[config.mk]
export PLATFORM = sky130hd
export DESIGN_NAME = sram_port_arbiter
export DESIGN_NICKNAME = d
export VERILOG_FILES = /design/src/rtl/sram_arb_pkg.sv /design/src/rtl/rr_priority_picker.sv /design/src/rtl/sram_port_arbiter.sv
export SDC_FILE = /design/constraint.sdc
export NUM_CORES = 1
export LEC_CHECK = 0
export BUFFER_PORTS_ARGS = -buffer_cell sky130_fd_sc_hd__buf_2
export CELL_PAD_IN_SITES_DETAIL_PLACEMENT = 1
export CELL_PAD_IN_SITES_GLOBAL_PLACEMENT = 1
export CORE_UTILIZATION = 28
export CTS_CLUSTER_SIZE = 16
export DETAILED_ROUTE_END_ITERATION = 10
export GPL_TIMING_DRIVEN = 0
export HOLD_SLACK_MARGIN = 0.05
export PLACE_DENSITY_LB_ADDON = 0.1
export SYNTH_ARGS = -nofsm -noshare
export SYNTH_HDL_FRONTEND = slang
export SYNTH_SLANG_ARGS = --single-unit
[constraint.sdc]
create_clock -name Clock -period 5.5 [get_ports Clock]
set_input_delay 0.55 -clock Clock [delete_from_list [all_inputs] [get_ports Clock]]
set_output_delay 0.55 -clock Clock [all_outputs]
set_load 0.01 [all_outputs]
[src/rtl/sram_arb_pkg.sv]
// Shared widths, FSM state type and statistics record for the SRAM port arbiter.
package sram_arb_pkg;

    localparam int SRAM_ADDR_W     = 18;
    localparam int SRAM_DATA_W     = 16;
    localparam int SRAM_RD_LATENCY = 2;
    localparam int STATS_W         = 96;

    typedef enum logic {
        ARB_IDLE,
        ARB_OWN
    } sram_arb_state_type;

    typedef struct packed {
        logic [31:0] grant_cycles;
        logic [31:0] wait_cycles;
        logic [31:0] max_wait;
    } sram_arb_stats_t;

    function automatic logic [31:0] sat_inc(input logic [31:0] v);
        return (v == 32'hFFFF_FFFF) ? v : v + 32'd1;
    endfunction

endpackage

[src/rtl/rr_priority_picker.sv]
// Combinational round-robin pick: the first set request strictly after ptr, cyclically.
// No state, no latency; winner is all-zero when no request is set.
module rr_priority_picker #(
    parameter int N     = 3,
    parameter int IDX_W = (N > 1) ? $clog2(N) : 1
) (
    input  logic [N-1:0]     req,
    input  logic [IDX_W-1:0] ptr,
    output logic [N-1:0]     winner,
    output logic [IDX_W-1:0] winner_idx,
    output logic             any
);

    logic [N-1:0]     rotated;
    logic [IDX_W-1:0] offset;

    // Rotate so that position 0 is the requester just after the pointer.
    always_comb begin
        logic [IDX_W-1:0] src;
        rotated = '0;
        for (int j = 0; j < N; j++) begin
            src        = IDX_W'((int'(ptr) + 1 + j) % N);
            rotated[j] = req[src];
        end
    end

    always_comb begin
        offset = '0;
        for (int j = N - 1; j >= 0; j--) begin
            if (rotated[j]) begin
                offset = IDX_W'(j);
            end
        end
    end

    assign any = |req;

    always_comb begin
        winner     = '0;
        winner_idx = IDX_W'((int'(ptr) + 1 + int'(offset)) % N);
        if (any) begin
            winner[winner_idx] = 1'b1;
        end
    end

endmodule

[src/rtl/sram_port_arbiter.sv]
// Round-robin, burst-bounded owner of the single SRAM port; grant 1 cycle after req, read data tagged back RD_LATENCY+1 cycles after the access.
// Requesters are throttled by grant only; optional per-requester statistics under SRAM_ARB_STATS_EN.
module sram_port_arbiter
    import sram_arb_pkg::*;
#(
    parameter int NUM_REQ    = 3,
    parameter int MAX_BURST  = 64,
    parameter int RD_LATENCY = SRAM_RD_LATENCY
) (
    input  logic                           Clock,
    input  logic                           Resetn,
    input  logic [NUM_REQ-1:0]             req,
    input  logic [NUM_REQ*SRAM_ADDR_W-1:0] req_addr,
    input  logic [NUM_REQ-1:0]             req_we_n,
    input  logic [NUM_REQ*SRAM_DATA_W-1:0] req_wdata,
    output logic [NUM_REQ-1:0]             grant,
    output logic [NUM_REQ-1:0]             rdata_valid,
    output logic [SRAM_DATA_W-1:0]         rdata,
    input  logic [SRAM_DATA_W-1:0]         SRAM_read_data,
    output logic [SRAM_ADDR_W-1:0]         SRAM_address,
    output logic [SRAM_DATA_W-1:0]         SRAM_write_data,
    output logic                           SRAM_we_n
`ifdef SRAM_ARB_STATS_EN
    ,
    input  logic                           stats_clr,
    output logic [NUM_REQ*STATS_W-1:0]     stats_flat
`endif
);

    localparam int IDX_W = (NUM_REQ > 1) ? $clog2(NUM_REQ) : 1;
    localparam logic [7:0] BURST_MAX = 8'(MAX_BURST);

    sram_arb_state_type state, state_nxt;
    logic [NUM_REQ-1:0] grant_nxt;
    logic [IDX_W-1:0]   rr_ptr, rr_ptr_nxt;
    logic [7:0]         burst_cnt, burst_nxt;

    logic [NUM_REQ-1:0] pick_req;
    logic [NUM_REQ-1:0] pick_onehot;
    logic [IDX_W-1:0]   pick_idx;
    logic               pick_any;
    logic [NUM_REQ-1:0] access;
    logic               owner_req;
    logic               burst_full;

    logic [NUM_REQ-1:0] rd_tag_pipe [0:RD_LATENCY-1];

    // While owning, the owner is masked out so the same picker yields the handover target.
    assign pick_req   = (state == ARB_OWN) ? (req & ~grant) : req;
    assign access     = grant & req;
    assign owner_req  = |access;
    assign burst_full = (burst_cnt >= BURST_MAX);

    rr_priority_picker #(
        .N     (NUM_REQ),
        .IDX_W (IDX_W)
    ) u_picker (
        .req        (pick_req),
        .ptr        (rr_ptr),
        .winner     (pick_onehot),
        .winner_idx (pick_idx),
        .any        (pick_any)
    );

    always_ff @(posedge Clock or negedge Resetn) begin
        if (!Resetn) begin
            state     <= ARB_IDLE;
            grant     <= '0;
            rr_ptr    <= IDX_W'(NUM_REQ - 1);
            burst_cnt <= '0;
        end else begin
            state     <= state_nxt;
            grant     <= grant_nxt;
            rr_ptr    <= rr_ptr_nxt;
            burst_cnt <= burst_nxt;
        end
    end

    always_comb begin
        state_nxt  = state;
        grant_nxt  = grant;
        rr_ptr_nxt = rr_ptr;
        burst_nxt  = burst_cnt;
        case (state)
            ARB_IDLE: begin
                if (pick_any) begin
                    state_nxt  = ARB_OWN;
                    grant_nxt  = pick_onehot;
                    rr_ptr_nxt = pick_idx;
                    burst_nxt  = 8'd1;
                end
            end
            ARB_OWN: begin
                // A drop and a burst-limit revocation take the same handover path.
                if (!owner_req || (burst_full && pick_any)) begin
                    if (pick_any) begin
                        grant_nxt  = pick_onehot;
                        rr_ptr_nxt = pick_idx;
                        burst_nxt  = 8'd1;
                    end else begin
                        state_nxt = ARB_IDLE;
                        grant_nxt = '0;
                        burst_nxt = '0;
                    end
                end else if (!burst_full) begin
                    burst_nxt = burst_cnt + 8'd1;
                end
            end
            default: begin
                state_nxt = ARB_IDLE;
                grant_nxt = '0;
            end
        endcase
    end

    always_comb begin
        SRAM_address    = '0;
        SRAM_write_data = '0;
        SRAM_we_n       = 1'b1;
        for (int i = 0; i < NUM_REQ; i++) begin
            if (access[i]) begin
                SRAM_address    = req_addr[i*SRAM_ADDR_W +: SRAM_ADDR_W];
                SRAM_write_data = req_wdata[i*SRAM_DATA_W +: SRAM_DATA_W];
                SRAM_we_n       = req_we_n[i];
            end
        end
    end

    // Tags ride alongside the SRAM latency so returns survive later grant changes.
    always_ff @(posedge Clock or negedge Resetn) begin
        if (!Resetn) begin
            for (int i = 0; i < RD_LATENCY; i++) begin
                rd_tag_pipe[i] <= '0;
            end
            rdata_valid <= '0;
            rdata       <= '0;
        end else begin
            rd_tag_pipe[0] <= access & req_we_n;
            for (int i = 1; i < RD_LATENCY; i++) begin
                rd_tag_pipe[i] <= rd_tag_pipe[i-1];
            end
            rdata_valid <= rd_tag_pipe[RD_LATENCY-1];
            rdata       <= SRAM_read_data;
        end
    end

`ifdef SRAM_ARB_STATS_EN
    sram_arb_stats_t stats [0:NUM_REQ-1];
    logic [31:0]     cur_wait [0:NUM_REQ-1];

    always_ff @(posedge Clock or negedge Resetn) begin
        if (!Resetn) begin
            for (int i = 0; i < NUM_REQ; i++) begin
                stats[i]    <= '0;
                cur_wait[i] <= '0;
            end
        end else if (stats_clr) begin
            for (int i = 0; i < NUM_REQ; i++) begin
                stats[i]    <= '0;
                cur_wait[i] <= '0;
            end
        end else begin
            for (int i = 0; i < NUM_REQ; i++) begin
                if (grant[i]) begin
                    stats[i].grant_cycles <= sat_inc(stats[i].grant_cycles);
                end
                if (req[i] && !grant[i]) begin
                    stats[i].wait_cycles <= sat_inc(stats[i].wait_cycles);
                    cur_wait[i]          <= sat_inc(cur_wait[i]);
                    if (sat_inc(cur_wait[i]) > stats[i].max_wait) begin
                        stats[i].max_wait <= sat_inc(cur_wait[i]);
                    end
                end else begin
                    cur_wait[i] <= '0;
                end
            end
        end
    end

    always_comb begin
        stats_flat = '0;
        for (int i = 0; i < NUM_REQ; i++) begin
            stats_flat[i*STATS_W +: STATS_W] = stats[i];
        end
    end
`endif

    a_grant_onehot0: assert property (@(posedge Clock) disable iff (!Resetn) $onehot0(grant));
    a_rdata_valid_onehot0: assert property (@(posedge Clock) disable iff (!Resetn) $onehot0(rdata_valid));

endmodule

Yosys cells after proc, flatten, opt, wreduce, memory -nomap -nowiden
Cells that the tools add are included.
- output and inout bits: 57
- bits of input ports: 126
- register bits after elaboration: 39
- logic and storage cells: 75
- bitwise logic cells: 5
- muxes and demuxes: 36
- reductions and logical operators: 8
- add/subtract/negate cells: 5
- div/mod/pow operators: 4
- $lt $le $gt $ge: 6
- equality and inequality tests: 3
- operators with widths (cell ; count):
    remainder unit 32 x 3 -> 32 bit (second input constant) ; 4
    two-way mux 18 bit ; 3
    two-way mux 16 bit ; 3
    adder 32 x 2 -> 32 bit (second input constant) ; 1
    adder 32 x 3 -> 32 bit ; 1
    adder 32 x 3 -> 32 bit (second input constant) ; 1
    two-way mux 8 bit ; 3
    case mux 8 bit (2 select lines) ; 1
    less-than comparator 2 x 3 -> 1 bit (second input constant) ; 4
    two-way mux 3 bit ; 4
    two-way mux 1 bit ; 10
    two-way mux 2 bit ; 5
    bitwise AND 3 bit ; 3
    adder 8 x 1 -> 8 bit (second input constant) ; 1
    greater-or-equal comparator 8 x 7 -> 1 bit (second input constant) ; 1
    binary-select mux 1 bit (select 2 bit) ; 3
    case mux 3 bit (2 select lines) ; 1
    OR reduction 3 bit ; 2
    case mux 2 bit (2 select lines) ; 1
    AND reduction 2 bit ; 2
    adder 2 x 1 -> 3 bit (second input constant) ; 1
    inequality test 3 x 2 -> 1 bit (second input constant) ; 1
    NOT 3 bit ; 1
    demux 1 bit (select 2 bit) ; 1
    8 further kinds ; 9

Longest topological paths before layout
- depth after elaboration: 17
- gate-level depth with buffers: 21
- mapped depth without buffers: 20

By module
A second synthesis with hierarchy kept.
- cells, all modules: 294
- area, all modules: 2586.2 µm²
- by module, submodules not included (module ; cells each ; seq. area each (µm²) ; instances ; area an instance (µm²)):
    sram_port_arbiter ; 227 ; 977.2 ; 1 ; 2031.9
    rr_priority_picker ; 67 ; 0.0 ; 1 ; 554.3

Worst setup path before layout
No wires, ideal clock.
- path type: reg-to-reg
- start point: reg rr_ptr[1]
- end point: reg grant[1]
- path buffers: 1
- required time: 5.413 ns
- setup time: 0.087 ns
- clock period less this slack: 4.001 ns
- cell stages (with the launch flop): 20
- data arrival time: 3.915 ns
- path slack: 1.499 ns
- path through: dfstp_2 > inv_1 > ha_1 > clkbuf_1 > o211a_1 > a41oi_1 > o32ai_1 > ha_1 > fa_1 > nand2b_1 > o21ai_0 > ha_1 > inv_1 > o2bb2ai_1 > mux2_2 > inv_1 > ha_1 > nor3_1 > o21ai_0 > o211ai_1
- word-level cells in the longest chain between the ends: 17
- elaborated cells on any way between the ends: 26
- classes of those cells: add/sub (4); div (4); order compare (2); mux (15); reduce/logical (1)
- ends and longest elaborated chain (what ; RTL line ; source):
    start: declaration ; sram_port_arbiter.sv:35 ; logic [IDX_W-1:0] rr_ptr, rr_ptr_nxt;
    start signal: assignment ; sram_port_arbiter.sv:69 ; rr_ptr <= IDX_W'(NUM_REQ - 1);
    start signal: assignment ; sram_port_arbiter.sv:74 ; rr_ptr <= rr_ptr_nxt;
    adder 2 x 1 -> 3 bit (*) ; rr_priority_picker.sv:22, rr_priority_picker.sv:40 ;
    adder 32 x 3 -> 32 bit ; rr_priority_picker.sv:22 ; src = IDX_W'((int'(ptr) + 1 + j) % N);
    remainder unit 32 x 3 -> 32 bit ; rr_priority_picker.sv:22 ;
    binary-select mux 1 bit (select 2 bit) ; rr_priority_picker.sv:23 ; rotated[j] = req[src];
    two-way mux 1 bit (not written as such) ; rr_priority_picker.sv:23 ;
    two-way mux 2 bit (3 in a row) ; rr_priority_picker.sv:30 ; if (rotated[j]) begin
    adder 32 x 3 -> 32 bit (*) ; rr_priority_picker.sv:40 ; winner_idx = IDX_W'((int'(ptr) + 1 + int'(offset)) % N);
    remainder unit 32 x 3 -> 32 bit (*) ; rr_priority_picker.sv:40 ;
    less-than comparator 2 x 3 -> 1 bit (not written as such) / greater-or-equal comparator 2 x 1 -> 1 bit (equally long branches) ; rr_priority_picker.sv:42 ; winner[winner_idx] = 1'b1;
    logical AND 1 bit (not written as such) ; rr_priority_picker.sv:42 ;
    two-way mux 1 bit (not written as such) ; rr_priority_picker.sv:42 ;
    demux 1 bit (select 2 bit) (*) ; - ;
    two-way mux 3 bit ; sram_port_arbiter.sv:96 ; if (pick_any) begin
    two-way mux 3 bit ; sram_port_arbiter.sv:95 ; if (!owner_req || (burst_full && pick_any)) begin
    case mux 3 bit (2 select lines) (*) ; sram_port_arbiter.sv:84 ; case (state)
    end signal: assignment ; sram_port_arbiter.sv:73 ; grant <= grant_nxt;
    end: declaration ; sram_port_arbiter.sv:16 ; output logic [NUM_REQ-1:0] grant,
Mark *: on every way between the ends. The rest lies on a longest branch, timed or not. The select of a mux whose other input is x is not followed.
A chain may end at the register's enable or synchronous reset.

Worst setup path in the final report
- start point: reg rr_ptr[1]
- end point: reg grant[0]
Same word-level chain as after synthesis.

==> results.txt <==
aggregate global-route resource usage -> 0.2069
drt via density -> 5.249
core area -> 8806 sq um
Post-Syn Area -> 2574 sq um
Seq/Total Area, Yosys -> 0.3797
reg-to-reg slack, setup -> 0.93 ns
Yosys reg bits -> 39
total global routing overflow -> 0
clock-pin slew of the registers on the worst-case setup and hold paths -> 0.08 ns
Residual DRC -> 8
drt wl/cell -> 16.52 um
total power -> 1.781 mW
crit path kind -> register to register
static leakage -> 1.892 nW
HP Class -> primary input to asynchronous set/reset pin
Slew Limit Fails -> 0
Synth async-reset ratio -> 1.000
I/O pin cnt -> 183
die width -> 97.88 um
die area -> 9580 sq um
Clk Latency, worst-skew pair -> 0.29 ns
pre-CTS setup slack -> 0.7601 ns
clk sinks -> 39
initial antenna violation count -> 2
Core Util, Final -> 0.4271
Setup Viol. Count Final -> 0
total power divided by cell area -> 473.4 nW/um^2
clock root cell -> clkbuf_8
DPL Wire Length -> 8274 um
CTS tree -> yes
VDD IR max -> 0.0001680 V
critical path, cell by cell -> inv_1 > ha_1 > clkbuf_1 > o211a_1 > a41oi_1 > o32ai_1 > ha_1 > fa_1 > nand2b_1 > o21ai_0 > ha_1 > inv_1 > ha_1 > nor3b_1 > o22a_1 > o21ai_0 > o2111ai_1 > o211ai_1
cell count after synthesis -> 303
FP Rows -> 34
critical path's largest stage delay -> 0.57 ns
Yosys cell types -> 54
Post-synth EDFFs -> 0
H-tree Lvls -> 2
Area after DPL -> 3620 sq um
top post-synthesis cells by area -> dfrtp_1, a22oi_1, o21ai_0, nand2_1, ha_1
area of the multi-input gates -> 1454 sq um
status -> finished with violations
CP max-delay cell -> dfstp_2
Synth Flop Type -> dfrtp_1
Total Neg Setup Slack -> 0 ns
most frequent cells in the layout -> buf_2, nand2_1, o21ai_0, dfrtp_1, a22oi_1
Slew HR -> 0.3525
failing checks -> design-rule violations
syn nets -> 441
most common cell after layout, fill and taps aside -> buf_2
fill cell count -> 1112
RSZ-0062 raised after global routing -> false
CP Buf/Inv Count -> 3
reg2reg start -> rr_ptr[1]
share of cells above drive strength 1 -> 0.4219
fmax -> 218.7 MHz
share of the synthesized area in the top cell type -> 0.3695
Starting Density -> 0.2923
Post CTS Setup Buffer Count -> 0
final worst setup slack -> 0.9269 ns
final WL -> 9964 um
Most Frequent Cell on Critical Path -> ha_1
clock tree buffer depth -> 2
Synth warnings -> 0
Final Hold Viols -> 0
clock skew -> 0.007383 ns
CP max FO -> 8
register area -> 977.2 sq um
TritonCTS Buffers -> 5
die height -> 97.88 um
Mapped Avg Cell Area -> 8.494 sq um
crit end category -> register
vias -> 3165
# resized after CTS -> 0
largest net degree at the start of global routing -> 40
DRT antenna net count -> 0
Area Overhead vs Synth -> 46.14%
largest area contributor in the netlist -> dfrtp_1
Design Area, Final -> 3761 sq um
crit share post-route -> 0.8315
vias in the first global route -> 3353
first-pass GRT wire length -> 16070 um
Tmin final -> 4.573 ns
Critical Path Start -> rr_ptr[1]
drt first pass iters -> 7
Hold Buf Count CTS -> 0
PortBufs -> 182
required time of the worst setup path -> 5.66 ns
RePlAce Congestion -> 0.8504
MaxCap Viol Count -> 0
Detailed Route Iter0 Violations -> 85
Worst Path Arrival -> 4.73 ns
Setup crit start kind -> register
nets -> 630
Least-Margin Pin Slew -> 0.9623 ns
delay-heaviest family, CP -> compound AO/OA/AOI/OAI gates
-- sequential cells by signal (all words and copies together), names as in the netlist --
| name | flops |
|---|---|
| burst_cnt | 8 |
| rd_tag_pipe | 6 |
| state | 1 |
| rdata | 16 |
| rr_ptr | 2 |
| grant | 3 |
| rdata_valid | 3 |
-- worst paths after layout --
| path | cells past startpoint | endpoint |
|---|---|---|
| worst max register to register | 18 | grant[0] |
| max in group asynchronous | 1 | rdata_valid[2] |
| worst max-delay path | 18 | grant[0] |
| worst min register to register | 0 | rd_tag_pipe[0] |
| min in group Clock | 1 | rdata[11] |
| worst min-delay path | 1 | rdata_valid[1] |
-- final cells by class --
type | instances | area share
inverter | 12 | 0.01198
buffer | 19 | 0.02595
multi-input combinational | 233 | 0.3866
tap | 108 | 0.03593
clock buffer | 5 | 0.01830
clock inverter | 3 | 0.01796
timing repair buffer | 182 | 0.2422
sequential | 39 | 0.2598
antenna | 2 | 0.001331
-- power breakdown --
| part | leakage (nW) | total [mW] | switching, mW | internal (mW) |
|---|---|---|---|---|
| registers | 0.489 | 0.371 | 0.0351 | 0.336 |
| logic | 1.34 | 1.13 | 0.675 | 0.452 |
| clock network | 0.0644 | 0.283 | 0.102 | 0.181 |
| total | 1.89 | 1.78 | 0.812 | 0.969 |
-- Yosys cell counts (all sizes together) (3+ instances only) --
cell	count
o211ai	9
ha	11
a22oi	35
nand2b	3
inv	12
nor3	3
dfrtp	38
nor2	12
clkbuf	9
nand3	5
nand4	4
nand2	51
buf	9
a21oi	7
o21ai	49
a21boi	3
and2	4
and3	5
-- kinds of logic after synthesis --
family                   count (synthesis)  share of synthesized area
buffers and inverters                   31                    0.05542
adder cells (fa/ha/maj)                 12                    0.06125
flip-flops                              39                     0.3797
AO/OA/AOI/OAI                          124                     0.3223
multiplexers                             2                   0.008264
AND/OR/NAND/NOR                         95                     0.1731
-- per-layer routing --
layer	vias to the layer above	wire (um)	GRT usage
li1	1503	-	-
met1	1531	3852	0.2238
met2	119	5307	0.3954
met3	12	658	0.05082
met4	0	146	0.05828
met5	-	0	0
-- per-stage QoR --
step                      cells  hold WS, ns
after floorplan             303       0.2544
after global placement      593       0.3314
after detailed placement    593       0.3418
after CTS                   601       0.3500
after global routing        603       0.3449
final                       603       0.3565
No activity file was read; power rests on OpenSTA's default activity.
